$ cat src/rtl/branch_predictor_if.sv
// Resolved-branch feedback bundle from execute to the fetch-side predictor.
// The "in" side is the predictor; the "out" side is the execute stage.
interface branch_feedback_ifc #(
    parameter int PC_SIZE = 16
);
    logic               branch;
    logic [PC_SIZE-1:0] pc;
    logic [PC_SIZE-1:0] predict_target;
    logic [PC_SIZE-1:0] feedback_target;
    logic               predict_taken;
    logic               feedback_taken;

    modport in (
        input branch, pc, predict_target, feedback_target, predict_taken, feedback_taken
    );

    modport out (
        output branch, pc, predict_target, feedback_target, predict_taken, feedback_taken
    );
endinterface

$ cat src/rtl/branch_predictor.sv
// Direct-mapped BTB with 2-bit saturating counters: zero-latency fetch lookup,
// mispredict detection and redirect, table training and saturating statistics.
module branch_predictor #(
    parameter int ENTRIES = 16,
    parameter int STAT_W  = 16,
    parameter int PC_SIZE = 16
) (
    input  logic               clk,
    input  logic               rst,
    input  logic [PC_SIZE-1:0] fetch_pc,
    output logic               predict_taken,
    output logic [PC_SIZE-1:0] predict_target,
    branch_feedback_ifc.in     fb,
    output logic               mispredict,
    output logic [PC_SIZE-1:0] redirect_pc,
    output logic [STAT_W-1:0]  branch_count,
    output logic [STAT_W-1:0]  mispredict_count
);
    localparam int IDX   = $clog2(ENTRIES);
    localparam int TAG_W = PC_SIZE - IDX;

    typedef enum logic [1:0] {
        CTR_STRONG_NT = 2'b00,
        CTR_WEAK_NT   = 2'b01,
        CTR_WEAK_T    = 2'b10,
        CTR_STRONG_T  = 2'b11
    } ctr_t;

    logic               valid_q  [ENTRIES];
    ctr_t               ctr_q    [ENTRIES];
    logic [TAG_W-1:0]   tag_q    [ENTRIES];
    logic [PC_SIZE-1:0] target_q [ENTRIES];

    logic [IDX-1:0]   f_idx;
    logic [TAG_W-1:0] f_tag;
    logic             f_hit;
    logic [IDX-1:0]   fb_idx;
    logic [TAG_W-1:0] fb_tag;
    logic             fb_hit;
    logic             fb_active;
    ctr_t             fb_ctr;
    ctr_t             fb_ctr_next;

    assign f_idx  = fetch_pc[IDX-1:0];
    assign f_tag  = fetch_pc[PC_SIZE-1:IDX];
    assign fb_idx = fb.pc[IDX-1:0];
    assign fb_tag = fb.pc[PC_SIZE-1:IDX];

    // Lookup reads registered state only, so a same-cycle update is never bypassed.
    assign f_hit          = valid_q[f_idx] && (tag_q[f_idx] == f_tag);
    assign predict_taken  = !rst && f_hit && ctr_q[f_idx][1];
    assign predict_target = predict_taken ? target_q[f_idx] : fetch_pc + PC_SIZE'(1);

    assign fb_active   = fb.branch && !rst;
    assign fb_hit      = valid_q[fb_idx] && (tag_q[fb_idx] == fb_tag);
    assign fb_ctr      = ctr_q[fb_idx];

    assign mispredict  = fb_active &&
                         ((fb.predict_taken != fb.feedback_taken) ||
                          (fb.feedback_taken && (fb.predict_target != fb.feedback_target)));
    assign redirect_pc = !fb_active          ? '0 :
                         fb.feedback_taken   ? fb.feedback_target :
                                               fb.pc + PC_SIZE'(1);

    always_comb begin
        fb_ctr_next = fb_ctr;
        if (fb.feedback_taken) begin
            if (fb_ctr != CTR_STRONG_T) fb_ctr_next = ctr_t'(fb_ctr + 2'd1);
        end else begin
            if (fb_ctr != CTR_STRONG_NT) fb_ctr_next = ctr_t'(fb_ctr - 2'd1);
        end
    end

    always_ff @(posedge clk) begin
        if (rst) begin
            for (int i = 0; i < ENTRIES; i++) begin
                valid_q[i] <= 1'b0;
                ctr_q[i]   <= CTR_WEAK_NT;
            end
        end else if (fb.branch) begin
            if (fb_hit) begin
                ctr_q[fb_idx] <= fb_ctr_next;
            end else if (fb.feedback_taken) begin
                valid_q[fb_idx] <= 1'b1;
                ctr_q[fb_idx]   <= CTR_WEAK_T;
            end
        end
    end

    // NOTE: tag and target are qualified by valid, so they are left out of reset;
    // keeping them in a reset-free block lets the arrays map onto plain RAM/flops.
    always_ff @(posedge clk) begin
        if (fb_active && fb.feedback_taken) begin
            tag_q[fb_idx]    <= fb_tag;
            target_q[fb_idx] <= fb.feedback_target;
        end
    end

    always_ff @(posedge clk) begin
        if (rst) begin
            branch_count     <= '0;
            mispredict_count <= '0;
        end else begin
            if (fb.branch && (branch_count != '1))
                branch_count <= branch_count + STAT_W'(1);
            if (mispredict && (mispredict_count != '1))
                mispredict_count <= mispredict_count + STAT_W'(1);
        end
    end
endmodule
$ cat src/flat_wrapper.sv
// flat-port wrapper written by rule: the top's interface ports become plain ports
module branch_predictor_flat 
#(
    parameter int ENTRIES = 16,
    parameter int STAT_W  = 16,
    parameter int PC_SIZE = 16
)
  (clk, rst, fetch_pc, predict_taken, predict_target, mispredict, redirect_pc, branch_count, mispredict_count, fb_branch, fb_pc, fb_predict_target, fb_feedback_target, fb_predict_taken, fb_feedback_taken);
  branch_feedback_ifc #(.PC_SIZE(PC_SIZE)) fb_i ();
  input  logic clk;
  input  logic rst;
  input  logic [PC_SIZE-1:0] fetch_pc;
  output logic predict_taken;
  output logic [PC_SIZE-1:0] predict_target;
  output logic mispredict;
  output logic [PC_SIZE-1:0] redirect_pc;
  output logic [STAT_W-1:0] branch_count;
  output logic [STAT_W-1:0] mispredict_count;
  input wire logic [$bits(fb_i.branch)-1:0] fb_branch;
  input wire logic [$bits(fb_i.pc)-1:0] fb_pc;
  input wire logic [$bits(fb_i.predict_target)-1:0] fb_predict_target;
  input wire logic [$bits(fb_i.feedback_target)-1:0] fb_feedback_target;
  input wire logic [$bits(fb_i.predict_taken)-1:0] fb_predict_taken;
  input wire logic [$bits(fb_i.feedback_taken)-1:0] fb_feedback_taken;
  assign fb_i.branch = fb_branch;
  assign fb_i.pc = fb_pc;
  assign fb_i.predict_target = fb_predict_target;
  assign fb_i.feedback_target = fb_feedback_target;
  assign fb_i.predict_taken = fb_predict_taken;
  assign fb_i.feedback_taken = fb_feedback_taken;
  branch_predictor #(.ENTRIES(ENTRIES), .STAT_W(STAT_W), .PC_SIZE(PC_SIZE)) u_core (.clk(clk), .rst(rst), .fetch_pc(fetch_pc), .predict_taken(predict_taken), .predict_target(predict_target), .fb(fb_i), .mispredict(mispredict), .redirect_pc(redirect_pc), .branch_count(branch_count), .mispredict_count(mispredict_count));
endmodule
$ cat config.mk
export PLATFORM = sky130hd
export DESIGN_NAME = branch_predictor_flat
export DESIGN_NICKNAME = d
export VERILOG_FILES = /design/src/rtl/branch_predictor_if.sv /design/src/rtl/branch_predictor.sv /design/src/flat_wrapper.sv
export SDC_FILE = /design/constraint.sdc
export NUM_CORES = 1
export LEC_CHECK = 0
export BUFFER_PORTS_ARGS = -buffer_cell sky130_fd_sc_hd__buf_4
export CORE_MARGIN = 3
export CORE_UTILIZATION = 55
export DETAILED_ROUTE_END_ITERATION = 10
export GPL_TIMING_DRIVEN = 1
export PLACE_DENSITY_LB_ADDON = 0.1
export SYNTH_ARGS = -nofsm -noshare
export SYNTH_HDL_FRONTEND = slang
export SYNTH_SLANG_ARGS = --single-unit
$ cat constraint.sdc
create_clock -name clk -period 4.27 [get_ports clk]
set_input_delay 0.2135 -clock clk [delete_from_list [all_inputs] [get_ports clk]]
set_output_delay 0.2135 -clock clk [all_outputs]
set_load 0.01 [all_outputs]
# Word-level counts from Yosys, hierarchy flattened
# Memories as Yosys holds them, arrays and structs flattened.
# Cells that the tools add are included.
dict set report word_totals {
  memories 4
  ram_bits 496
  regBits 32
}
dict set report classes {
  mux 26
  add_sub_neg 6
  reduce_logical 15
  eq_ne 7
  n_bitwise 1
}
# memory depth word_bits rd rd_ports_with_merged_regs write_ports line_no
set memory_table {}
lappend memory_table {u_core.target_q 16 16 1 0 1 branch_predictor.sv:32} ;# logic [PC_SIZE-1:0] target_q [ENTRIES];
lappend memory_table {u_core.tag_q 16 12 2 0 1 branch_predictor.sv:31} ;# logic [TAG_W-1:0] tag_q [ENTRIES];
lappend memory_table {u_core.ctr_q 16 2 2 0 16 branch_predictor.sv:30} ;# ctr_t ctr_q [ENTRIES];
lappend memory_table {u_core.valid_q 16 1 2 0 16 branch_predictor.sv:29} ;# logic valid_q [ENTRIES];
# operator n
set ops {}
lappend ops {{$add A16 B1 Y16 const B} 4}
lappend ops {{$mux W16} 3}
lappend ops {{$ne A16 B16 Y1 const B} 2}
lappend ops {{$eq A12 B12 Y1} 2}
lappend ops {{$mux W1} 16}
lappend ops {{$ne A16 B16 Y1} 1}
lappend ops {{$logic_and A1 B1 Y1} 10}
lappend ops {{$mux W2} 5}
lappend ops {{$mux W4} 2}
lappend ops {{$add A2 B1 Y2 const B} 1}
lappend ops {{$ne A2 B2 Y1 const B} 1}
lappend ops {{$reduce_bool A2 Y1} 1}
lappend ops {{$reduce_or A2 Y1} 1}
lappend ops {{$sub A2 B1 Y2 const B} 1}
lappend ops {{$logic_not A1 Y1} 1}
lappend ops {{$logic_or A1 B1 Y1} 1}
lappend ops {{$ne A1 B1 Y1} 1}
lappend ops {{$or A1 B1 Y1} 1}
lappend ops {{$reduce_or A1 Y1} 1}

# Longest topological paths before layout
# Gate-level depths: netlist of the first run.
# An unclocked memory read counts as a cell.
dict set report depth {
  word_depth 10
  ltp_mapped 13
  ltp_nobuf 8
}

# Least setup slack after synthesis of the first run
# OpenSTA, ideal clock, no wires.
dict set report synth_timing {
  kind {input -> register}
  start {input fb_pc[0]}
  end {memory u_core.ctr_q[3][0] (netlist bit) (data pin)}
  stages 11
  required_ns 3.995
  setup_slack_ns 1.095
  path_buffers 3
  arrival_time_ns 2.899
  cell_sequence {buf_4 -> buf_6 -> mux4_2 -> mux4_2 -> xnor2_1 -> and2_1 -> o2111ai_1 -> nor4_2 -> mux2i_2 -> buf_2 -> nand3_1}
}
# item line_no
set synth_lines {}
lappend synth_lines {{start: declaration} flat_wrapper.sv:20} ;# input wire logic [$bits(fb_i.pc)-1:0] fb_pc;
lappend synth_lines {{end: declaration} branch_predictor.sv:30}

==> impl_metrics.env, run 1 <==
export IMPL_status="completed"
export IMPL_cp_start_kind="register"
export IMPL_cp_required_ns=4.06
export IMPL_synth_area_um2=24200
export IMPL_grt_pass1_vias=14900
export IMPL_layout_commonest_cell="edfxtp_1"
export IMPL_ys_warn_count=0
export IMPL_cts_tree="yes"
export IMPL_p_comb_share_pct=8.4
export IMPL_final_setup_worst_slack_ns=0.270
export IMPL_ys_flop_type="edfxtp_1"
export IMPL_whs_path_depth=1
export IMPL_grt_pass1_wl_um=100000
export IMPL_min_period_ns=4.00
export IMPL_io_buffers=134
export IMPL_synth_area_leaders="edfxtp_1, mux4_2, dfxtp_1"
export IMPL_maxSlewViolCount=0
export IMPL_startpoint="u_core.tag_q[15][11]$_DFFE_PP_"
export IMPL_clk_latency_ns=0.62
export IMPL_ant_nets=0
export IMPL_finalHoldViolations=0
export IMPL_final_setup_tns_ns=0
export IMPL_postSynthCellCount=1477
export IMPL_crit_type="register to output pin"
export IMPL_cp_endpoint="predict_target[13]"
export IMPL_die_area_um2=46600
export IMPL_pwr_share_clk_pct=40.9
export IMPL_ff2ff_setup_slack_ns=0.78
export IMPL_die_h_um=216
export IMPL_cp_max_fo=17
export IMPL_num_vias=14900
export IMPL_root_buffer="clkbuf_16"
export IMPL_diodes=0
export IMPL_tightestPinTransition_ns=1.08
export IMPL_htree_levels=2
export IMPL_clock_path_buffers=3
export IMPL_relSlewSlack_pct=27.7
export IMPL_p_sw_share_pct=22.7
export IMPL_antenna_found_initial=0
export IMPL_final_cell_mix="edfxtp_1, buf_4, mux4_2"
export IMPL_p_int_mw=8.72
export IMPL_synth_top_area_share_pct=59.5
export IMPL_skew_ns=0.0260
export IMPL_avgSynthCellArea_um2=16.4
export IMPL_first_pass_iters=5
export IMPL_cts_made_buffers=54
export IMPL_drc=0
export IMPL_p_leak_nw=9.37
export IMPL_endpoint_kind="output pin"
export IMPL_dp_cells=2156
export IMPL_synth_area_leader_cell="edfxtp_1"
export IMPL_ys_seq_elements=528
export IMPL_postCtsSetupBuffers=0
export IMPL_grt_overflow=0
export IMPL_hpwl_um=43100
export IMPL_layout_drive_gt1_share_pct=28.9
export IMPL_drtIter0Drc=1756
export IMPL_setup_viol=0
export IMPL_max_freq_ghz=0.250
export IMPL_switchingPower_mw=2.56
export IMPL_utilization_pct=64.9
export IMPL_r2r_start="u_core.tag_q[15][4]$_DFFE_PP_"
export IMPL_rows=76
export IMPL_total_power_mw=11.3
export IMPL_hp_class="primary input to register"
export IMPL_synth_fp_nets=1553
export IMPL_cts_sinks=528
export IMPL_powerDensity_nw_per_um2=402
export IMPL_async_flop_share_pct=0
export IMPL_grt_usage_pct=29.5
export IMPL_initial_utilization_pct=56.0
export IMPL_yosysUniqueCellTypes=71
export IMPL_wl_um=67700
export IMPL_fp_dieW_um=216
export IMPL_clk_pin_slew_worst_paths_ns=0.06
export IMPL_reg2reg_to="u_core.ctr_q[14][0]$_SDFFCE_PN1P_"
export IMPL_area_delta_synth_final_pct=15.9
export IMPL_place_congestion=0.926
export IMPL_seq_area_frac_synth_pct=63.5
export IMPL_pwr_share_seq_pct=50.6
export IMPL_synth_edf_count=480
export IMPL_grt_start_max_net_pins=63
export IMPL_post_drt_wl_per_cell_um=29.7
export IMPL_max_cap_viol_count=0
export IMPL_final_cells=2283
export IMPL_arrival_ns=3.79
export IMPL_fin_nets=1730
export IMPL_period_share_pct=93.7
export IMPL_fill_cells=3067
export IMPL_dp_slack_ns=0.384
export IMPL_core_area_um2=43300
export IMPL_ir_drop_mv=0.333
export IMPL_io_pin_count=135
export IMPL_vias_per_cell=6.55
export IMPL_grt_setup_unrepaired="no"
export IMPL_reg2reg_depth=9
[layout make-up]
cell class              instances  area, µm²  area share (%)
well taps                     585        732            2.61
repair buffers                214       1770            6.30
clock inverters                28        238           0.847
inverters                      19       71.3           0.254
clock buffers                  72       1520            5.42
flip-flops and latches        528      15400            54.8
multi-input cells             837       8360            29.8
[synthesized netlist by cell type, types with 4 or more instances]
cell type    n
xor2_1      25
a22oi_1     23
a31o_2       9
a211oi_1     5
a21oi_1     33
and4_1       9
inv_1       18
nand4_1     19
nand2b_1     5
clkbuf_1    46
nand3_1     52
mux2_4       8
a21o_1       4
edfxtp_1   480
nand2_1     60
nor2_1      96
mux2_2      12
buf_6        9
o22ai_1      5
or3_1       13
a2111oi_0    4
o211ai_1     4
mux4_2     167
buf_4        9
nor3_1      14
dfxtp_1     48
a22o_1      19
ha_1         7
o21ai_0     31
buf_1       10
xnor2_1     51
a221oi_1     7
nor4_1       7
and3_1      16
and2_1      20
nor2b_1     13
buf_2       18
mux2i_1     58
a31oi_1      4
[per-layer routing]
| metal | up-vias | track usage [%] | share of wire [%] |
|---|---|---|---|
| li1 | 6305 | - | - |
| met1 | 7687 | 42.5 | 39 |
| met4 | 0 | 8.75 | 2.8 |
| met3 | 114 | 5.10 | 9.4 |
| met5 | - | 0 | 0 |
| met2 | 843 | 47.1 | 48 |
[worst min-delay path by stage]
stage                                             startpoint                                       end
finish                                 fb_feedback_target[1]           u_core.target_q[0][1]$_DFFE_PP_
global route                           fb_feedback_target[1]           u_core.target_q[2][1]$_DFFE_PP_
CTS                                    fb_feedback_target[1]           u_core.target_q[0][1]$_DFFE_PP_
detailed placement                u_core.valid_q[10]$_DFF_P_                u_core.valid_q[10]$_DFF_P_
global placement    u_core.mispredict_count[12]$_SDFFE_PP0P_  u_core.mispredict_count[12]$_SDFFE_PP0P_
floorplan                                           fb_pc[4]              u_core.tag_q[0][0]$_DFFE_PP_
[critical path, cell delays in order, from the launching register on]
cell      delay, ns
edfxtp_1       0.40
mux4_2         0.48
a22oi_1        0.37
a21oi_1        0.13
or4_4          0.57
nor4_4         0.34
nand4_4        0.12
buf_4          0.27
mux2_4         0.35
buf_4          0.14
[metrics by stage]
stage	cell area [µm²]	hold WS, ns
3_5_place_dp	26000	0.495
6_report	28100	0.0302
3_3_place_gp	26000	0.486
5_1_grt	28100	0.0229
4_1_cts	28100	0.00363
2_1_floorplan	24200	0.312
[registers in the layout, summed over array words and instances, names as in the netlist]
| name | cells |
|---|---|
| u_core.target_q | 256 |
| u_core.ctr_q | 32 |
| u_core.mispredict_count | 16 |
| u_core.tag_q | 192 |
| u_core.valid_q | 16 |
| u_core.branch_count | 16 |
[logic make-up after synthesis]
kind of cell	after synthesis	synth area share (%)
flip-flops	528	63.5
AND/OR/NAND/NOR	338	7.15
multiplexers	246	19.0
AO/OA/AOI/OAI	168	4.82
buffers and inverters	112	2.31
XOR/XNOR	76	2.75
adder cells (fa/ha/maj)	9	0.444
[what timing repair did]
item                      4_1_cts  5_1_grt
hold endpoints to repair      422        0
hold buffers                   27        0
resized for setup               0        0
[power by group through the flow]
stage                     Combinational (mW)  Clock (mW)  Sequential, mW
after global routing                    1.01        4.90            5.71
final                                  0.952        4.62            5.71
after CTS                              0.951        4.67            5.71
after detailed placement               0.926           0            5.82
after global placement                 0.919           0            5.82
after floorplan                        0.558           0            5.81
Power figures use the tool's default switching activity.
==> inputs of run 2 (changes only) <==
Settings changed: CORE_ASPECT_RATIO set to 0.7.
Clock period 4.27 ns to 5.11 ns, I/O delays scaled along.
==> impl_metrics.env, run 2 (synthesized netlist as in run 1, its figures left out) <==
export IMPL_place_congestion=0.966
export IMPL_crit_type="register to output pin"
export IMPL_wl_um=68800
export IMPL_top_layer="met4"
export IMPL_reg2reg_depth=8
export IMPL_cp_start_kind="register"
export IMPL_endpoint_kind="output pin"
export IMPL_fp_dieW_um=257
export IMPL_final_setup_tns_ns=0
export IMPL_diodes=0
export IMPL_ir_drop_mv=0.238
export IMPL_fin_nets=1699
export IMPL_layout_commonest_cell="edfxtp_1"
export IMPL_crit_slowest_cell="a221oi_1"
export IMPL_setup_viol=0
export IMPL_grt_start_max_net_pins=53
export IMPL_reg2reg_to="u_core.ctr_q[8][0]$_SDFFCE_PN1P_"
export IMPL_clk_latency_ns=0.58
export IMPL_relSlewSlack_pct=17.5
export IMPL_clock_path_buffers=3
export IMPL_maxSlewViolCount=0
export IMPL_core_area_um2=42900
export IMPL_final_cell_mix="edfxtp_1, buf_4, mux4_2"
export IMPL_layout_drive_gt1_share_pct=28.9
export IMPL_initial_utilization_pct=56.5
export IMPL_utilization_pct=64.5
export IMPL_hold_ws_ns=0.0204
export IMPL_rows=63
export IMPL_cp_required_ns=4.85
export IMPL_wl_met3_um=8300
export IMPL_arrival_ns=4.13
export IMPL_antenna_found_initial=1
export IMPL_num_vias=15000
export IMPL_drtIter0Drc=2123
export IMPL_path_delay_family="compound AO/OA/AOI/OAI gates"
export IMPL_post_drt_wl_per_cell_um=30.6
export IMPL_grt_setup_unrepaired="no"
export IMPL_grt_usage_pct=29.4
export IMPL_grt_pass1_wl_um=99800
export IMPL_area_delta_synth_final_pct=14.2
export IMPL_grt_pass1_vias=14700
export IMPL_io_pin_count=135
export IMPL_status="completed"
export IMPL_startpoint="u_core.tag_q[7][10]$_DFFE_PP_"
export IMPL_largest_register="u_core.target_q"
export IMPL_ff2ff_setup_slack_ns=1.12
export IMPL_hpwl_um=44000
export IMPL_period_share_pct=85.8
export IMPL_slowest_delay_ns=0.53
export IMPL_wl_met1_um=28400
export IMPL_cts_made_buffers=49
export IMPL_cp_max_fo=17
export IMPL_postCtsSetupBuffers=0
export IMPL_post_cts_resized=0
export IMPL_cts_tree="yes"
export IMPL_cts_hold_buf=6
export IMPL_fill_cells=3033
export IMPL_final_setup_worst_slack_ns=0.724
export IMPL_total_power_mw=9.38
export IMPL_largest_reg_flops=256
export IMPL_first_pass_iters=5
export IMPL_min_period_ns=4.39
export IMPL_drc=0
export IMPL_vias_per_cell=6.68
export IMPL_die_area_um2=46600
export IMPL_root_buffer="clkbuf_16"
export IMPL_io_buffers=134
export IMPL_clk_pin_slew_worst_paths_ns=0.07
export IMPL_cp_cell_sequence="mux4_2 > a22o_1 > a221oi_1 > o221ai_1 > nor4_2 > nand4_4 > mux2i_1 > buf_4"
export IMPL_die_h_um=182
export IMPL_cts_sinks=528
export IMPL_ant_nets=0
export IMPL_htree_levels=2
export IMPL_crit_buf_inv=1
export IMPL_cp_depth=8
export IMPL_finalHoldViolations=0
export IMPL_cp_endpoint="predict_target[0]"
export IMPL_dp_slack_ns=0.661
export IMPL_skew_ns=0.0195
export IMPL_tightestPinTransition_ns=1.24
export IMPL_max_freq_ghz=0.228
export IMPL_wl_met2_um=30700
export IMPL_powerDensity_nw_per_um2=339
export IMPL_max_cap_viol_count=0
export IMPL_grt_overflow=0
export IMPL_top_regs="u_core.target_q x256, u_core.tag_q x192, u_core.ctr_q x32"
export IMPL_p_leak_nw=9.19
export IMPL_r2r_start="u_core.tag_q[3][8]$_DFFE_PP_"
export IMPL_hp_class="primary input to register"
run 2: layout make-up:
type	count	area, µm²	area share, %
tap	585	732	2.65
clock inverter	36	405	1.47
multi-input combinational	837	8360	30.2
clock buffer	56	1270	4.61
timing repair buffer	188	1450	5.23
inverter	19	71.3	0.258
sequential	528	15400	55.6
run 2: worst min-delay path by stage:
stage | startpoint | to | depth (start not counted)
final | fb_feedback_target[14] | u_core.target_q[15][14]$_DFFE_PP_ | 1
after global routing | fb_feedback_target[14] | u_core.target_q[6][14]$_DFFE_PP_ | 1
after CTS | fb_feedback_target[14] | u_core.target_q[15][14]$_DFFE_PP_ | 1
after detailed placement | u_core.valid_q[2]$_DFF_P_ | u_core.valid_q[2]$_DFF_P_ | 1
after global placement | u_core.mispredict_count[12]$_SDFFE_PP0P_ | u_core.mispredict_count[12]$_SDFFE_PP0P_ | 1
after floorplan | fb_pc[4] | u_core.tag_q[0][0]$_DFFE_PP_ | 0
run 2: routing by layer:
metal  GRT usage [%]  vias to the layer above
li1                -                     6250
met1            44.7                     7758
met2            43.3                      919
met3            7.65                       96
met4            6.50                        0
met5               0                        -
run 2: report_power, final:
part           switching [mW]  leakage [nW]  internal (mW)  total (mW)
logic                   0.469          3.65          0.324       0.793
clock network            1.65         0.805           2.17        3.82
registers              0.0205          4.73           4.75        4.77
total                    2.14          9.19           7.24        9.38
run 2: through the flow:
stage	area, µm²	instances
2_1_floorplan	24200	1477
4_1_cts	27700	2249
6_report	27700	2249
3_3_place_gp	25900	2151
5_1_grt	27700	2249
3_5_place_dp	25900	2151
